### config.mk
export PLATFORM = sky130hd
export DESIGN_NAME = io_out_uart_capture
export DESIGN_NICKNAME = d
export VERILOG_FILES = /design/src/rtl/io_capture_pkg.sv /design/src/rtl/uart_tx_8n1.sv /design/src/rtl/io_out_uart_capture.sv
export SDC_FILE = /design/constraint.sdc
export NUM_CORES = 1
export LEC_CHECK = 0
export CAP_MARGIN = 20
export CORE_AREA = 2 2 71 73
export CTS_BUF_LIST = sky130_fd_sc_hd__clkbuf_4 sky130_fd_sc_hd__clkbuf_8 sky130_fd_sc_hd__clkbuf_16
export DETAILED_ROUTE_END_ITERATION = 8
export DIE_AREA = 0 0 73 75
export PLACE_DENSITY = 0.82
export SYNTH_ARGS = -nofsm -noshare
export SYNTH_HDL_FRONTEND = slang
export SYNTH_SLANG_ARGS = --single-unit
### constraint.sdc
create_clock -name clk -period 7.2 [get_ports clk]
set_input_delay 1.8 -clock clk [delete_from_list [all_inputs] [get_ports clk]]
set_output_delay 1.8 -clock clk [all_outputs]
set_load 0.05 [all_outputs]
### src/rtl/io_capture_pkg.sv
// Shared definitions for the io_out UART capture block: TX state encoding and frame geometry.
package io_capture_pkg;

  typedef enum logic [1:0] {
    TX_IDLE  = 2'd0,
    TX_START = 2'd1,
    TX_DATA  = 2'd2,
    TX_STOP  = 2'd3
  } tx_state_e;

  // start + 8 data + stop
  localparam int UART_FRAME_BITS = 10;

endpackage

### src/rtl/uart_tx_8n1.sv
// 8N1 UART transmitter with valid/ready load handshake; tx is registered from the current state.
module uart_tx_8n1
  import io_capture_pkg::*;
#(
  parameter int CLKS_PER_BIT = 4
) (
  input  logic       clk,
  input  logic       reset,
  input  logic       valid,
  input  logic [7:0] data,
  output logic       ready,
  output logic       active,
  output logic       tx
);

  localparam int BAUD_W = $clog2(CLKS_PER_BIT);
  localparam logic [BAUD_W-1:0] BAUD_LAST = BAUD_W'(CLKS_PER_BIT - 1);
  localparam logic [2:0] BIT_LAST = 3'(UART_FRAME_BITS - 3);

  tx_state_e         state, state_nxt;
  logic [BAUD_W-1:0] baud_cnt, baud_nxt;
  logic [2:0]        bit_cnt, bit_nxt;
  logic [7:0]        shift, shift_nxt;
  logic              tx_nxt;
  logic              baud_wrap;
  logic              load;

  assign ready     = (state == TX_IDLE);
  assign active    = (state != TX_IDLE);
  assign load      = valid && ready;
  assign baud_wrap = (baud_cnt == BAUD_LAST);

  always_ff @(posedge clk or posedge reset) begin
    if (reset) begin
      state    <= TX_IDLE;
      baud_cnt <= '0;
      bit_cnt  <= '0;
      tx       <= 1'b1;
    end else begin
      state    <= state_nxt;
      baud_cnt <= baud_nxt;
      bit_cnt  <= bit_nxt;
      tx       <= tx_nxt;
    end
  end

  // Data register carries no reset; it is always loaded before it is shifted out.
  always_ff @(posedge clk) begin
    shift <= shift_nxt;
  end

  always_comb begin
    state_nxt = state;
    baud_nxt  = baud_cnt;
    bit_nxt   = bit_cnt;
    shift_nxt = shift;
    tx_nxt    = 1'b1;
    case (state)
      TX_IDLE: begin
        if (load) begin
          state_nxt = TX_START;
          shift_nxt = data;
          bit_nxt   = '0;
          baud_nxt  = '0;
        end
      end
      TX_START: begin
        tx_nxt = 1'b0;
        if (baud_wrap) begin
          baud_nxt  = '0;
          state_nxt = TX_DATA;
        end else begin
          baud_nxt = baud_cnt + BAUD_W'(1);
        end
      end
      TX_DATA: begin
        tx_nxt = shift[0];
        if (baud_wrap) begin
          baud_nxt  = '0;
          shift_nxt = {1'b0, shift[7:1]};
          if (bit_cnt == BIT_LAST) begin
            state_nxt = TX_STOP;
          end else begin
            bit_nxt = bit_cnt + 3'd1;
          end
        end else begin
          baud_nxt = baud_cnt + BAUD_W'(1);
        end
      end
      TX_STOP: begin
        tx_nxt = 1'b1;
        if (baud_wrap) begin
          baud_nxt  = '0;
          state_nxt = TX_IDLE;
        end else begin
          baud_nxt = baud_cnt + BAUD_W'(1);
        end
      end
      default: begin
        state_nxt = TX_IDLE;
      end
    endcase
  end

endmodule

### src/rtl/io_out_uart_capture.sv
// Captures a user module's io_out bus into a small FIFO and streams queued bytes out as 8N1 UART frames.
module io_out_uart_capture
  import io_capture_pkg::*;
#(
  parameter int CLKS_PER_BIT = 4,
  parameter int FIFO_DEPTH   = 4,
  parameter int CHANGE_ONLY  = 1
) (
  input  logic                        clk,
  input  logic                        reset,
  input  logic [7:0]                  sample_in,
  input  logic                        sample_en,
  output logic                        tx,
  output logic                        busy,
  output logic                        overflow,
  output logic [$clog2(FIFO_DEPTH):0] fifo_level
);

  localparam int PTR_W = $clog2(FIFO_DEPTH);
  localparam int LVL_W = PTR_W + 1;
  localparam logic [LVL_W-1:0] LVL_FULL = LVL_W'(FIFO_DEPTH);

  logic [7:0]       mem [FIFO_DEPTH];
  logic [PTR_W-1:0] wr_ptr, rd_ptr;
  logic [LVL_W-1:0] level;
  logic [7:0]       last_val;
  logic             first_flag;

  logic             want_push;
  logic             push;
  logic             pop;
  logic             full;
  logic             tx_ready;
  logic             tx_active;

  assign want_push = sample_en &&
                     ((CHANGE_ONLY == 0) || first_flag || (sample_in != last_val));
  assign full      = (level == LVL_FULL);
  assign pop       = tx_ready && (level != '0);
  // A full FIFO still takes the byte when the transmitter drains a slot this same cycle.
  assign push      = want_push && (!full || pop);

  assign busy       = tx_active || (level != '0);
  assign fifo_level = level;

  always_ff @(posedge clk or posedge reset) begin
    if (reset) begin
      last_val   <= 8'h00;
      first_flag <= 1'b1;
      overflow   <= 1'b0;
    end else begin
      if (want_push) begin
        last_val   <= sample_in;
        first_flag <= 1'b0;
        if (!push) begin
          overflow <= 1'b1;
        end
      end
    end
  end

  always_ff @(posedge clk or posedge reset) begin
    if (reset) begin
      wr_ptr <= '0;
      rd_ptr <= '0;
      level  <= '0;
    end else begin
      if (push) begin
        wr_ptr <= wr_ptr + PTR_W'(1);
      end
      if (pop) begin
        rd_ptr <= rd_ptr + PTR_W'(1);
      end
      if (push && !pop) begin
        level <= level + LVL_W'(1);
      end else if (pop && !push) begin
        level <= level - LVL_W'(1);
      end
    end
  end

  always_ff @(posedge clk) begin
    if (push) begin
      mem[wr_ptr] <= sample_in;
    end
  end

  uart_tx_8n1 #(
    .CLKS_PER_BIT(CLKS_PER_BIT)
  ) u_tx (
    .clk   (clk),
    .reset (reset),
    .valid (level != '0),
    .data  (mem[rd_ptr]),
    .ready (tx_ready),
    .active(tx_active),
    .tx    (tx)
  );

endmodule

# ---- After elaboration in Yosys (flattened, before gate mapping)
# Memories as Yosys holds them, arrays and structs flattened.
# Cells that the tools add are included.
dict set report totals {
  output_inout_bits 6
  input_bits 11
  ff_bits 33
  n_memories 1
  wordCells 74
  ramBits 32
  latch_bits 0
  romBits 0
}
# memory depth word_bits read_ports rd_ports_with_merged_regs write_ports line_no
set mem_list {}
lappend mem_list {mem 4 8 1 0 1 io_out_uart_capture.sv:23} ;# logic [7:0] mem [FIFO_DEPTH];
dict set report op_classes {
  n_lt_le_gt_ge 0
  addsub 6
  reduce_logical 21
  shift 0
  n_eq_ne 13
  bitwise_logic 1
  muxes 21
  n_mul 0
  n_div 0
}
# cell count
set ops {}
lappend ops {{8-bit 2-to-1 mux} 2}
lappend ops {{8-bit case mux with 2 select lines} 1}
lappend ops {{3-bit 2-to-1 mux} 5}
lappend ops {{2-bit 2-to-1 mux} 7}
lappend ops {{2-bit by 1-bit != test with 1-bit output, second input constant} 4}
lappend ops {{8-bit != test} 1}
lappend ops {{2-bit case mux with 4 select lines} 1}
lappend ops {{2-bit by 1-bit adder with 2-bit output, second input constant} 3}
lappend ops {{3-bit by 1-bit adder with 3-bit output, second input constant} 2}
lappend ops {{2-bit equality test, second input constant} 3}
lappend ops {{3-bit equality test, second input constant} 2}
lappend ops {{3-bit case mux with 2 select lines} 1}
lappend ops {{2-bit nonzero test} 3}
lappend ops {{1-bit logical AND} 5}
lappend ops {{5-bit AND reduction} 1}
lappend ops {{2-bit != test, second input constant} 2}
lappend ops {{2-bit case mux with 2 select lines} 1}
lappend ops {{4-bit AND reduction} 1}
lappend ops {{1-bit zero test} 3}
lappend ops {{1-bit logical OR} 3}
lappend ops {{3-bit AND reduction} 1}
lappend ops {{3-bit nonzero test} 1}
lappend ops {{3-bit OR reduction} 1}
lappend ops {{3-bit by 1-bit subtractor with 3-bit output, second input constant} 1}
lappend ops {{6 further kinds} 7}

# ---- Logic depth before layout (Yosys ltp)
# Gate-level depths: netlist (run 1).
dict set report logic_depth {
  ltp_word 8
  mapped_depth 11
  mapped_depth_nobuf 11
}

# ---- Hierarchy
# From an unflattened synthesis (run 1), not the netlist that was laid out.
dict set report unflattened {
  hier_cells 178
  area_unflattened_um2 2891.5
}
# mod seq_area_each_um2 n_inst area_each_um2 cells_each
set by_module_without_submodules {}
lappend by_module_without_submodules {io_out_uart_capture 1387.6 1 2035.7 112}
lappend by_module_without_submodules {uart_tx_8n1 441.7 1 855.8 66}

# ---- Worst setup path after synthesis (run 1)
# Ideal clock, no wire load.
dict set report synth_path {
  path_type {input to register}
  startpoint {input port sample_in[2]}
  endpoint {register level[1], in the netlist fifo_level[1]}
  required_time_ns 7.075
  n_path_buf 0
  setup_ns 0.125
  arrival_time_ns 3.368
  cell_stages 7
  path_slack_ns 3.707
  cell_sequence {xor2_1 > nor4_4 > a31oi_4 > ha_1 > inv_1 > fa_1 > mux2_2}
}
dict set report synth_via {
  elab_chain_cells 7
  elab_cells_between_ends 9
  classes_between {eq/ne: 1; mux: 1; reduce/logical: 7}
}
# item line_no
set synth_lines {}
lappend synth_lines {{start: declaration} io_out_uart_capture.sv:11} ;# input logic [7:0] sample_in,
lappend synth_lines {{8-bit != test (*)} io_out_uart_capture.sv:37} ;# ((CHANGE_ONLY == 0) || first_flag || (sample_in != last_val));
lappend synth_lines {{1-bit logical OR (*)} io_out_uart_capture.sv:37}
lappend synth_lines {{1-bit logical AND (*)} io_out_uart_capture.sv:36} ;# assign want_push = sample_en &&
lappend synth_lines {{1-bit logical AND (*)} io_out_uart_capture.sv:41} ;# assign push = want_push && (!full || pop);
lappend synth_lines {{named net push} io_out_uart_capture.sv:30} ;# logic push;
lappend synth_lines {{1-bit zero test} io_out_uart_capture.sv:76} ;# end else if (pop && !push) begin
lappend synth_lines {{1-bit logical AND} io_out_uart_capture.sv:76}
lappend synth_lines {{2-bit nonzero test (no line)} --}
lappend synth_lines {{end signal: assignment} io_out_uart_capture.sv:75} ;# level <= level + LVL_W'(1);
lappend synth_lines {{end signal: assignment} io_out_uart_capture.sv:77} ;# level <= level - LVL_W'(1);
lappend synth_lines {{end: declaration} io_out_uart_capture.sv:25} ;# logic [LVL_W-1:0] level;
# Mark *: on every way through the listed nets, which the timed path passes. The rest lies on a longest branch.
# A chain may end at the register's enable or synchronous reset.

# ---- Final worst setup path (run 1)
dict set report layout_path {
  startpoint {register u_tx.state[0]}
  endpoint {output port busy}
}
dict set report layout_via {
  elab_chain_cells 2
}
# item line_no
set layout_lines {}
lappend layout_lines {{start: declaration} uart_tx_8n1.sv:20} ;# tx_state_e state, state_nxt;
lappend layout_lines {{start signal: assignment} uart_tx_8n1.sv:40} ;# state <= state_nxt;
lappend layout_lines {{2-bit nonzero test} uart_tx_8n1.sv:29} ;# assign active = (state != TX_IDLE);
lappend layout_lines {{1-bit logical OR} io_out_uart_capture.sv:43} ;# assign busy = tx_active || (level != '0);
lappend layout_lines {{end: declaration} io_out_uart_capture.sv:14} ;# output logic busy,
# No other way between the ends.

==> reports/metrics.csv, run 1 <==
stage;metric;value;unit
pwr;powerDensity;415;mW/mm^2
die;chipWidth;73;um
worst_setup_path;worst_setup_path_start_kind;flip-flop;
worst_setup_path;worstPathArrival;2470;ps
logic_synthesis;syn_nets;198;
logic_synthesis;ys_seq_elements;65;
clocking;tritoncts;done;
clocking;holdBufCountCts;0;
clocking;worst_setup_hold_path_clk_slew;60;ps
pwr;static-leakage-power;0.00125;uW
pwr;vdd.ir_drop.worst;0.000303;V
timing;achievable_freq;0.234;GHz
logic_synthesis;synth_flop_cell;sky130_fd_sc_hd__edfxtp_1;
worst_setup_path;endpoint_type_of_the_worst_setup_path;output pin;
logic_synthesis;ys_warn_count;0;
timing;worst_slew_margin_rel;47.4;%
logic_synthesis;syn_inst;173;
die;core;0.00466;mm^2
global_routing;grt_antenna_before_repair;0;
global_routing;global_route.overflow_total;0;
worst_hold_path;min-delay-path-class;flip-flop to flip-flop;
global_routing;groute.usage.overall;19.7;%
die;rows;25;
clocking;postCtsResizedCells;0;
global_routing;grt_start_max_net_pins;26;
logic_synthesis;synthArstFlopShare;38.5;%
global_routing;via_count_of_the_first_global_routing_pass;1576;
route;dr.first_iter.drc_count;60;
timing;fin_worst_skew;6.12;ps
logic_synthesis;sequential_area_share_after_synthesis;63.2;%
die;die_area;0.00548;mm^2
timing;finalSetupViolCount;0;
die;chipHeight;75;um
clocking;clk-insertion-delay-late;320;ps
route;drt.antenna.violating_nets;0;
status;run_status;completed;
route;via_count;1445;
placement;hpwl_after_dpl;3160;um
logic_synthesis;post_synthesis_cell_area;0.00290;mm^2
die;start_util;62.1;%
route;vias_per_cell;5.67;
layout;register_area;0.00183;mm^2
worst_setup_path;critical_path_required;5400;ps
layout;fillerInstances;304;
route;detail_route.drc_violations;0;
clocking;post_cts_buffers;0;
logic_synthesis;synth_cell_type_count;39;
logic_synthesis;synth_edf_count;40;
layout;final_layout_size_suffix_gt1_share;27.9;%
timing;post-route-min-period;4270;ps
global_routing;grt_first_pass_wirelength;7610;um
timing;rsz0062_at_grt;no;
timing;fin_setup_tns;0;ps
route;wl_per_cell;17.7;um
die;design.portCount;17;
layout;antenna-diode-count;0;
layout;finalNetCount;221;
clocking;cts_sinks;65;
clocking;clock_tree.root_cell;sky130_fd_sc_hd__clkbuf_8;
route;detailedRoute.firstPassIterationCount;4;
placement;globalplace.congestion;0.713;
clocking;cts_made_buffers;9;
clocking;deepest_level_of_the_cts_h_tree;3;
placement;placement.io_buffers;16;
worst_setup_path;path_max_fanout;9;
route;routed_wl;4520;um
clocking;clock_path_buffers;2;
logic_synthesis;synthesis.area_per_instance;16.7;um^2
job;maxCapViolCount;0;
layout;multi_input_comb_area;0.00101;mm^2
timing;tightestPinTransition;787;ps
timing;final_critical_path_setup_slack;2930;ps
placement;preCtsSetupSlack;2910;ps
timing;final_min_period_over_clock_period;59.3;%
worst_setup_path;criticalPathCategory;flip-flop to output pin;
timing;timing.final.max_slew_violations;0;
worst_setup_path;reg2reg_setup_slack;4540;ps
layout;layout-area-overhead-vs-synth;13.7;%
timing;report.final.hold_viol_count;0;
power by group:
| group | leakage [uW] | switching, uW | total, uW | internal (uW) |
|---|---|---|---|---|
| Combinational | 0.000492 | 246 | 477 | 231 |
| Clock | 0.0000969 | 118 | 271 | 153 |
| Sequential | 0.000663 | 86.1 | 617 | 531 |
cells by family after synthesis:
logic type      Yosys count  share of synthesized area (%)
buf+inv                  13                           1.77
compound gates           15                           4.37
xor+xnor                 14                           4.23
simple gates             25                           6.44
flops                    65                           63.2
fa+ha+maj                14                           6.31
mux                      27                           13.7
Yosys cell counts (2+ instances only):
cell type | count | area (um^2)
sky130_fd_sc_hd__mux4_2 | 8 | 180
sky130_fd_sc_hd__mux2_2 | 16 | 180
sky130_fd_sc_hd__clkbuf_1 | 2 | 7.51
sky130_fd_sc_hd__nor2_1 | 4 | 15.0
sky130_fd_sc_hd__xor2_1 | 10 | 87.6
sky130_fd_sc_hd__inv_1 | 8 | 30.0
sky130_fd_sc_hd__ha_1 | 13 | 163
sky130_fd_sc_hd__nand2b_1 | 2 | 12.5
sky130_fd_sc_hd__a31o_2 | 3 | 26.3
sky130_fd_sc_hd__o21ai_0 | 3 | 15.0
sky130_fd_sc_hd__dfrtp_1 | 23 | 576
sky130_fd_sc_hd__nor2b_1 | 2 | 12.5
sky130_fd_sc_hd__xnor2_1 | 4 | 35.0
sky130_fd_sc_hd__dfstp_2 | 2 | 52.6
sky130_fd_sc_hd__nand3_1 | 2 | 10.0
sky130_fd_sc_hd__buf_2 | 2 | 10.0
sky130_fd_sc_hd__nand2_1 | 5 | 18.8
sky130_fd_sc_hd__edfxtp_1 | 40 | 1200
sky130_fd_sc_hd__and2_2 | 4 | 30.0
layout by cell type, fill, tap and decap left out, drive strengths merged:
cell | synthesis | final
nor4b | 2 | 2
o21bai | 1 | 1
a21o | 1 | 1
o32a | 1 | 1
a21boi | 1 | 1
mux4 | 8 | 8
buf | 3 | 1
nor2 | 4 | 4
nand2 | 5 | 5
nand2b | 2 | 2
edfxtp | 40 | 40
a31o | 3 | 3
a31oi | 1 | 1
nand3 | 2 | 2
dfstp | 2 | 2
nor3 | 2 | 2
o31ai | 1 | 1
clkdlybuf4s50 | 0 | 16
a21oi | 1 | 1
xor2 | 10 | 10
o311ai | 1 | 1
nor4 | 2 | 2
mux2i | 1 | 1
a32o | 1 | 1
dfrtp | 23 | 23
mux2 | 18 | 18
clkbuf | 2 | 16
fa | 1 | 1
nor2b | 2 | 2
xnor2 | 4 | 4
and2 | 4 | 4
inv | 8 | 8
ha | 13 | 13
o21ai | 3 | 3
final cells by class:
class / count / share of cell area, %
clock buffers: 16 / 5.36
repair buffers: 17 / 5.32
inverters: 8 / 0.912
multi-input cells: 95 / 30.8
well taps: 54 / 2.05
flip-flops and latches: 65 / 55.5
per-layer routing:
metal,GRT usage (%),vias up,wire [um]
li1,-,691,-
met1,23.5,725,1940
met2,33.3,20,2380
met3,5.22,9,114
met4,9.88,0,85
met5,0,-,0
stage by stage:
stage                     std cells  total power, uW  hold WS [ps]  instance area (um^2)  utilization [%]
after CTS                       254             1380           481                  3280             70.3
final                           255             1370           480                  3290             70.7
after global placement          238             1060           444                  3100             66.6
after floorplan                 173              972           433                  2900                -
after detailed placement        238             1100           462                  3100             66.6
after global routing            255             1440           502                  3290             70.7
critical path: stages (launching register included):
cell	delay [ps]
sky130_fd_sc_hd__dfrtp_1	420
sky130_fd_sc_hd__inv_1	140
sky130_fd_sc_hd__ha_1	300
sky130_fd_sc_hd__nor4b_4	460
sky130_fd_sc_hd__inv_1	100
sky130_fd_sc_hd__clkdlybuf4s50_1	730
flip-flops by register name (all words and copies together), names as in the netlist:
register,count
fifo_level,3
u_tx.shift,8
rd_ptr,2
first_flag,1
mem,32
u_tx.tx,1
u_tx.bit_cnt,3
wr_ptr,2
u_tx.baud_cnt,2
u_tx.state,2
overflow,1
last_val,8
path summary, 6_finish.rpt:
check | startpoint | endpoint | cells after the start
max in group asynchronous | reset | u_tx.tx | 3
setup reg to reg | u_tx.state[0] | fifo_level[2] | 11
hold / removal | overflow | overflow | 1
hold reg to reg | overflow | overflow | 1
min in group asynchronous | reset | last_val[0] | 2
setup / recovery | u_tx.state[0] | busy | 5
Power figures use the tool's default switching activity.
==> run 2, diff against run 1 <==
Settings changed: CORE_AREA 2 2 71 73 to 2 2 77 79, DIE_AREA 0 0 73 75 to 0 0 79 81, PLACE_DENSITY 0.82 to 0.74.
Clock period 7.2 ns to 3.52 ns, I/O delays scaled along.
==> reports/metrics.csv, run 2 (synthesis gave the netlist of run 1 again) <==
stage;metric;value;unit;change
die;rows;28;;+12%
worst_setup_path;reg2reg_to;fifo_level[1];;
worst_setup_path;worst_setup_path_start_kind;flip-flop;;
route;detail_route.drc_violations;0;;unchanged
route;via_count;1457;;+0.83%
worst_hold_path;holdPathStages;2;;+1
clocking;holdBufCountCts;0;;unchanged
layout;layout-area-overhead-vs-synth;15.4;%;
global_routing;global_route.overflow_total;0;;unchanged
timing;timing.final.max_slew_violations;0;;unchanged
global_routing;via_count_of_the_first_global_routing_pass;1532;;-2.8%
layout;finalNetCount;221;;unchanged
timing;fin_worst_skew;10.6;ps;+4.44 ps
worst_setup_path;path_max_fanout;9;;unchanged
global_routing;grt_antenna_before_repair;0;;unchanged
placement;preCtsSetupSlack;229;ps;-2690 ps
worst_setup_path;worst-r2r-cell-count;9;;-2
status;run_status;completed;;
timing;finalSetupViolCount;0;;unchanged
clocking;post_cts_buffers;0;;unchanged
route;detailedRoute.firstPassIterationCount;4;;unchanged
layout;antenna-diode-count;0;;unchanged
die;chipWidth;79;um;+8.2%
layout;fillerInstances;448;;+47%
placement;placement.io_buffers;16;;unchanged
global_routing;groute.usage.overall;15.8;%;-3.9 points
pwr;total_power;2850;uW;+110%
global_routing;grt_util_met1;17.4;%;-6.1 points
clocking;cts_sinks;65;;unchanged
global_routing;grt.met2_usage;28.6;%;-4.7 points
timing;final_critical_path_setup_slack;255;ps;-2680 ps
placement;postPlaceCellArea;0.00314;mm^2;+1.1%
layout;multi_input_comb_area;0.00101;mm^2;unchanged
layout;largest-register;mem;;
die;core;0.00568;mm^2;+22%
timing;tightestPinTransition;966;ps;+179 ps
worst_setup_path;crit_start;u_tx.state[0];;
timing;fin_setup_tns;0;ps;unchanged
route;drt.antenna.violating_nets;0;;unchanged
worst_setup_path;endpoint;busy;;
layout;layout_top_registers;mem x32, last_val x8, u_tx.shift x8;;
worst_setup_path;critPathBufInv;3;;unchanged
route;wl_per_cell;16.1;um;-9.3%
timing;achievable_freq;0.306;GHz;
layout;finish.utilization;58.9;%;-12 points
die;design.portCount;17;;unchanged
worst_setup_path;cpMostUsedCell;sky130_fd_sc_hd__inv_1;;
worst_setup_path;reg2reg_setup_slack;970;ps;-3570 ps
worst_setup_path;cp_num_cells;5;;unchanged
worst_setup_path;endpoint_type_of_the_worst_setup_path;output pin;;
layout;layout_commonest_cell;sky130_fd_sc_hd__edfxtp_1;;
timing;worst_slew_margin_rel;35.5;%;-12 points
worst_setup_path;worstPathArrival;2390;ps;-80 ps
worst_setup_path;critical_path_required;2640;ps;-2760 ps
clocking;clock_path_buffers;2;;unchanged
die;chipHeight;81;um;+8.0%
route;dr.first_iter.drc_count;66;;+10%
global_routing;met3_usage;3.33;%;-1.9 points
worst_hold_path;min-delay-path-class;flip-flop to flip-flop;;
worst_setup_path;cp_slowest_stage_delay;710;ps;-20 ps
global_routing;grt_first_pass_wirelength;7270;um;-4.4%
route;routed_wl;4430;um;-1.8%
clocking;cts_made_buffers;9;;unchanged
pwr;powerDensity;854;mW/mm^2;+110%
placement;globalplace.congestion;0.700;;-1.8%
clocking;tritoncts;done;;
layout;final_area;0.00334;mm^2;+1.5%
layout;layout.cells.most_common_list;sky130_fd_sc_hd__edfxtp_1 (40), sky130_fd_sc_hd__dfrtp_1 (23), sky130_fd_sc_hd__mux2_2 (16), sky130_fd_sc_hd__clkdlybuf4s50_1 (16), sky130_fd_sc_hd__ha_1 (13);;
pwr;vdd.ir_drop.worst;0.000456;V;+50%
worst_setup_path;slowest_stage;sky130_fd_sc_hd__clkdlybuf4s50_1;;
clocking;postCtsResizedCells;0;;unchanged
clocking;clk-insertion-delay-late;330;ps;about the same
die;die_area;0.00640;mm^2;+17%
layout;register_area;0.00183;mm^2;unchanged
worst_setup_path;critical-path-top-delay-family;buffers and inverters;;
clocking;worst_setup_hold_path_clk_slew;70;ps;about the same
die;start_util;51.0;%;-11 points
route;vias_per_cell;5.28;;-6.8%
clocking;clock_tree.root_cell;sky130_fd_sc_hd__clkbuf_8;;
timing;rsz0062_at_grt;no;;
timing;report.final.hold_viol_count;0;;unchanged
pwr;static-leakage-power;0.00126;uW;+0.86%
global_routing;grt_start_max_net_pins;26;;unchanged
placement;hpwl_after_dpl;3190;um;+1.0%
worst_setup_path;criticalPathCategory;flip-flop to output pin;;
worst_setup_path;worstReg2RegStart;u_tx.state[0];;
worst_setup_path;ordered_cell_list_for_the_critical_path;inv_1, ha_1, nor4b_4, inv_1, clkdlybuf4s50_1;;
timing;post-route-min-period;3270;ps;
job;maxCapViolCount;0;;unchanged
layout;final_layout_size_suffix_gt1_share;27.9;%;unchanged
clocking;deepest_level_of_the_cts_h_tree;3;;unchanged
global_routing;globalRoute.busiestLayer;met2;;
layout;largest_register_ff_count;32;;unchanged
timing;final_min_period_over_clock_period;92.8;%;
==> run 2: per-stage QoR <==
stage / std cells / hold slack, ps
after floorplan: 173 / 433
after global placement: 260 / 452
after detailed placement: 260 / 462
after CTS: 276 / 471
after global routing: 276 / 490
final: 276 / 467
==> run 2: worst min-delay path by stage <==
stage                  start  endpoint  slack (ps)
2_1_floorplan  u_tx.shift[0]   u_tx.tx         430
3_3_place_gp   u_tx.shift[0]   u_tx.tx         450
3_5_place_dp   u_tx.shift[0]   u_tx.tx         460
4_1_cts        u_tx.shift[0]   u_tx.tx         470
5_1_grt        u_tx.shift[0]   u_tx.tx         490
6_report       u_tx.shift[0]   u_tx.tx         470
==> run 2: cell type report <==
class | instances | share of cell area, %
clock buffers | 13 | 4.98
clock inverters | 3 | 1.20
inverters | 8 | 0.899
multi-input cells | 95 | 30.4
flip-flops and latches | 65 | 54.7
well taps | 75 | 2.81
repair buffers | 17 | 5.02
==> run 2: worst min-delay path: cells and delay by family, from the launching register on <==
family	cells	cell delay (ps)
AOI/OAI and AO/OA	1	60
DFF	1	330
and+or+nand+nor	1	50
==> run 2: layer usage <==
metal,vias up,wire length (um),part of all wire [%]
met3,7,188,4.2
met2,28,2480,56
met4,0,71,1.6
met1,738,1690,38
met5,-,0,0
li1,684,-,-
==> run 2: power breakdown <==
group / switching [uW] / internal [uW]
registers: 177 / 1090
clock network: 256 / 379
logic: 485 / 468
total: 919 / 1930
==> run 3, diff against run 2 <==
Settings changed: CORE_AREA 2 2 77 79 to 2 2 76 78, CTS_BUF_LIST sky130_fd_sc_hd__clkbuf_4 sky130_fd_sc_hd__clkbuf_8 sky130_fd_sc_hd__clkbuf_16 to sky130_fd_sc_hd__clkbuf_8, DIE_AREA 0 0 79 81 to 0 0 78 80, PLACE_DENSITY 0.74 to 0.76.
==> reports/metrics.csv, run 3 (synthesis gave the netlist of run 1 again) <==
stage;metric;value;unit;change
global_routing;groute.usage.overall;17.0;%;+1.2 points
timing;fin_worst_skew;10.0;ps;-0.538 ps
layout;layout-area-overhead-vs-synth;15.0;%;
worst_hold_path;min-delay-path-class;flip-flop to flip-flop;;
timing;timing.hold.ws;472;ps;+4.42 ps
worst_setup_path;worst-r2r-cell-count;11;;+2
layout;antenna-diode-count;0;;unchanged
timing;tightestPinTransition;966;ps;-0.676 ps
job;maxCapViolCount;0;;unchanged
layout;layout_top_registers;mem x32, last_val x8, u_tx.shift x8;;
die;rows;27;;-3.6%
worst_setup_path;worstPathArrival;2430;ps;+40 ps
timing;achievable_freq;0.302;GHz;-1.2%
worst_setup_path;worst_setup_path_start_kind;flip-flop;;
worst_setup_path;ordered_cell_list_for_the_critical_path;inv_1, ha_1, nor4b_4, inv_1, clkdlybuf4s50_1;;
route;detail_route.drc_violations;0;;unchanged
route;vias_per_cell;5.34;;+1.1%
clocking;post_cts_buffers;0;;unchanged
clocking;postCtsResizedCells;0;;unchanged
status;run_status;completed;;
global_routing;grt_first_pass_wirelength;7580;um;+4.3%
global_routing;grt_start_max_net_pins;26;;unchanged
clocking;cts_made_buffers;9;;unchanged
worst_hold_path;holdPathStages;2;;unchanged
worst_setup_path;critPathBufInv;3;;unchanged
global_routing;global_route.overflow_total;0;;unchanged
route;via_count;1457;;unchanged
placement;globalplace.congestion;0.706;;+0.80%
worst_setup_path;critical-path-top-delay-family;buffers and inverters;;
timing;timing.final.max_slew_violations;0;;unchanged
die;die_area;0.00624;mm^2;-2.5%
die;chipHeight;80;um;-1.2%
timing;rsz0062_at_grt;no;;
clocking;deepest_level_of_the_cts_h_tree;3;;unchanged
layout;largest_register_ff_count;32;;unchanged
timing;final_min_period_over_clock_period;93.9;%;+1.2 points
layout;layout.cells.most_common_list;sky130_fd_sc_hd__edfxtp_1 (40), sky130_fd_sc_hd__dfrtp_1 (23), sky130_fd_sc_hd__mux2_2 (16), sky130_fd_sc_hd__clkdlybuf4s50_1 (16), sky130_fd_sc_hd__ha_1 (13);;
layout;final_layout_size_suffix_gt1_share;27.4;%;-0.50 points
timing;post-route-min-period;3310;ps;+40.5 ps
placement;hpwl_after_dpl;3280;um;+2.7%
die;core;0.00541;mm^2;-4.8%
timing;report.final.hold_viol_count;0;;unchanged
clocking;tritoncts;done;;
clocking;clk-insertion-delay-late;340;ps;about the same
route;routed_wl;4550;um;+2.6%
layout;fillerInstances;436;;-2.7%
clocking;worst_setup_hold_path_clk_slew;70;ps;about the same
global_routing;via_count_of_the_first_global_routing_pass;1634;;+6.7%
clocking;cts_sinks;65;;unchanged
clocking;holdBufCountCts;0;;unchanged
worst_setup_path;slowest_stage;sky130_fd_sc_hd__clkdlybuf4s50_1;;
layout;layout_commonest_cell;sky130_fd_sc_hd__edfxtp_1;;
timing;worst_slew_margin_rel;35.6;%;+0.045 points
worst_setup_path;cp_slowest_stage_delay;710;ps;about the same
worst_setup_path;cp_num_cells;5;;unchanged
timing;finalSetupViolCount;0;;unchanged
worst_setup_path;critical_path_required;2640;ps;about the same
route;detailedRoute.firstPassIterationCount;4;;unchanged
pwr;powerDensity;850;mW/mm^2;-0.46%
placement;placement.io_buffers;16;;unchanged
die;chipWidth;78;um;-1.3%
pwr;static-leakage-power;0.00125;uW;-0.85%
worst_setup_path;cpMostUsedCell;sky130_fd_sc_hd__inv_1;;
route;wl_per_cell;16.7;um;+3.7%
pwr;total_power;2830;uW;-0.87%
worst_setup_path;criticalPathCategory;flip-flop to output pin;;
route;drt.antenna.violating_nets;0;;unchanged
timing;fin_setup_tns;0;ps;unchanged
layout;largest-register;mem;;
route;dr.first_iter.drc_count;99;;+50%
die;start_util;53.6;%;+2.6 points
clocking;clock_tree.root_cell;sky130_fd_sc_hd__clkbuf_8;;
global_routing;grt_antenna_before_repair;0;;unchanged
worst_setup_path;path_max_fanout;9;;unchanged
worst_setup_path;endpoint_type_of_the_worst_setup_path;output pin;;
clocking;clock_path_buffers;2;;unchanged
die;design.portCount;17;;unchanged
layout;finalNetCount;221;;unchanged
pwr;vdd.ir_drop.worst;0.000514;V;+13%
## run 3: through the flow
step / setup WS, ps / cells / area, um^2 / util, %
finish: 214 / 273 / 3330 / 61.6
global route: 67.1 / 273 / 3330 / 61.6
CTS: 175 / 273 / 3330 / 61.6
detailed placement: 174 / 257 / 3130 / 57.9
global placement: 344 / 257 / 3130 / 57.9
floorplan: 947 / 173 / 2900 / -
## run 3: final timing paths
path	start	slack (ps)	end
max	u_tx.state[1]	210	busy
min	u_tx.shift[0]	470	u_tx.tx
max reg2reg	u_tx.state[1]	980	fifo_level[2]
min reg2reg	u_tx.shift[0]	470	u_tx.tx
max in group asynchronous	reset	1870	last_val[3]
min in group asynchronous	reset	1060	wr_ptr[0]
## run 3: per-layer routing
layer / vias to the layer above / GRT usage (%) / part of all wire, %
met2: 22 / 30.8 / 55
met4: 0 / 8.95 / 2.4
met3: 11 / 4.86 / 3.3
met5: - / 0 / 0
li1: 690 / - / -
met1: 734 / 17.9 / 39
## run 3: where the power goes
| group | total (uW) | switching (uW) | internal, uW |
|---|---|---|---|
| logic | 951 | 485 | 466 |
| registers | 1260 | 178 | 1090 |
| clock network | 613 | 272 | 341 |
| total | 2830 | 935 | 1890 |
## run 3: worst reg2reg max path: stages, from the launching register on
cell	delay, ps
sky130_fd_sc_hd__dfrtp_1	420
sky130_fd_sc_hd__inv_1	120
sky130_fd_sc_hd__ha_1	270
sky130_fd_sc_hd__nor4b_2	90
sky130_fd_sc_hd__nand2b_1	200
sky130_fd_sc_hd__a31oi_4	250
sky130_fd_sc_hd__ha_1	230
sky130_fd_sc_hd__inv_1	60
sky130_fd_sc_hd__fa_1	370
sky130_fd_sc_hd__xor2_1	170
sky130_fd_sc_hd__nor2_1	110
sky130_fd_sc_hd__xor2_1	160
## run 3: cell type report
class / instances / area, um^2 / share of cell area, %
timing repair buffer: 17 / 168 / 5.04
multi-input combinational: 95 / 1010 / 30.5
inverter: 8 / 30.0 / 0.902
clock inverter: 6 / 58.8 / 1.77
sequential: 65 / 1830 / 55.0
clock buffer: 10 / 138 / 4.14
tap: 72 / 90.1 / 2.71
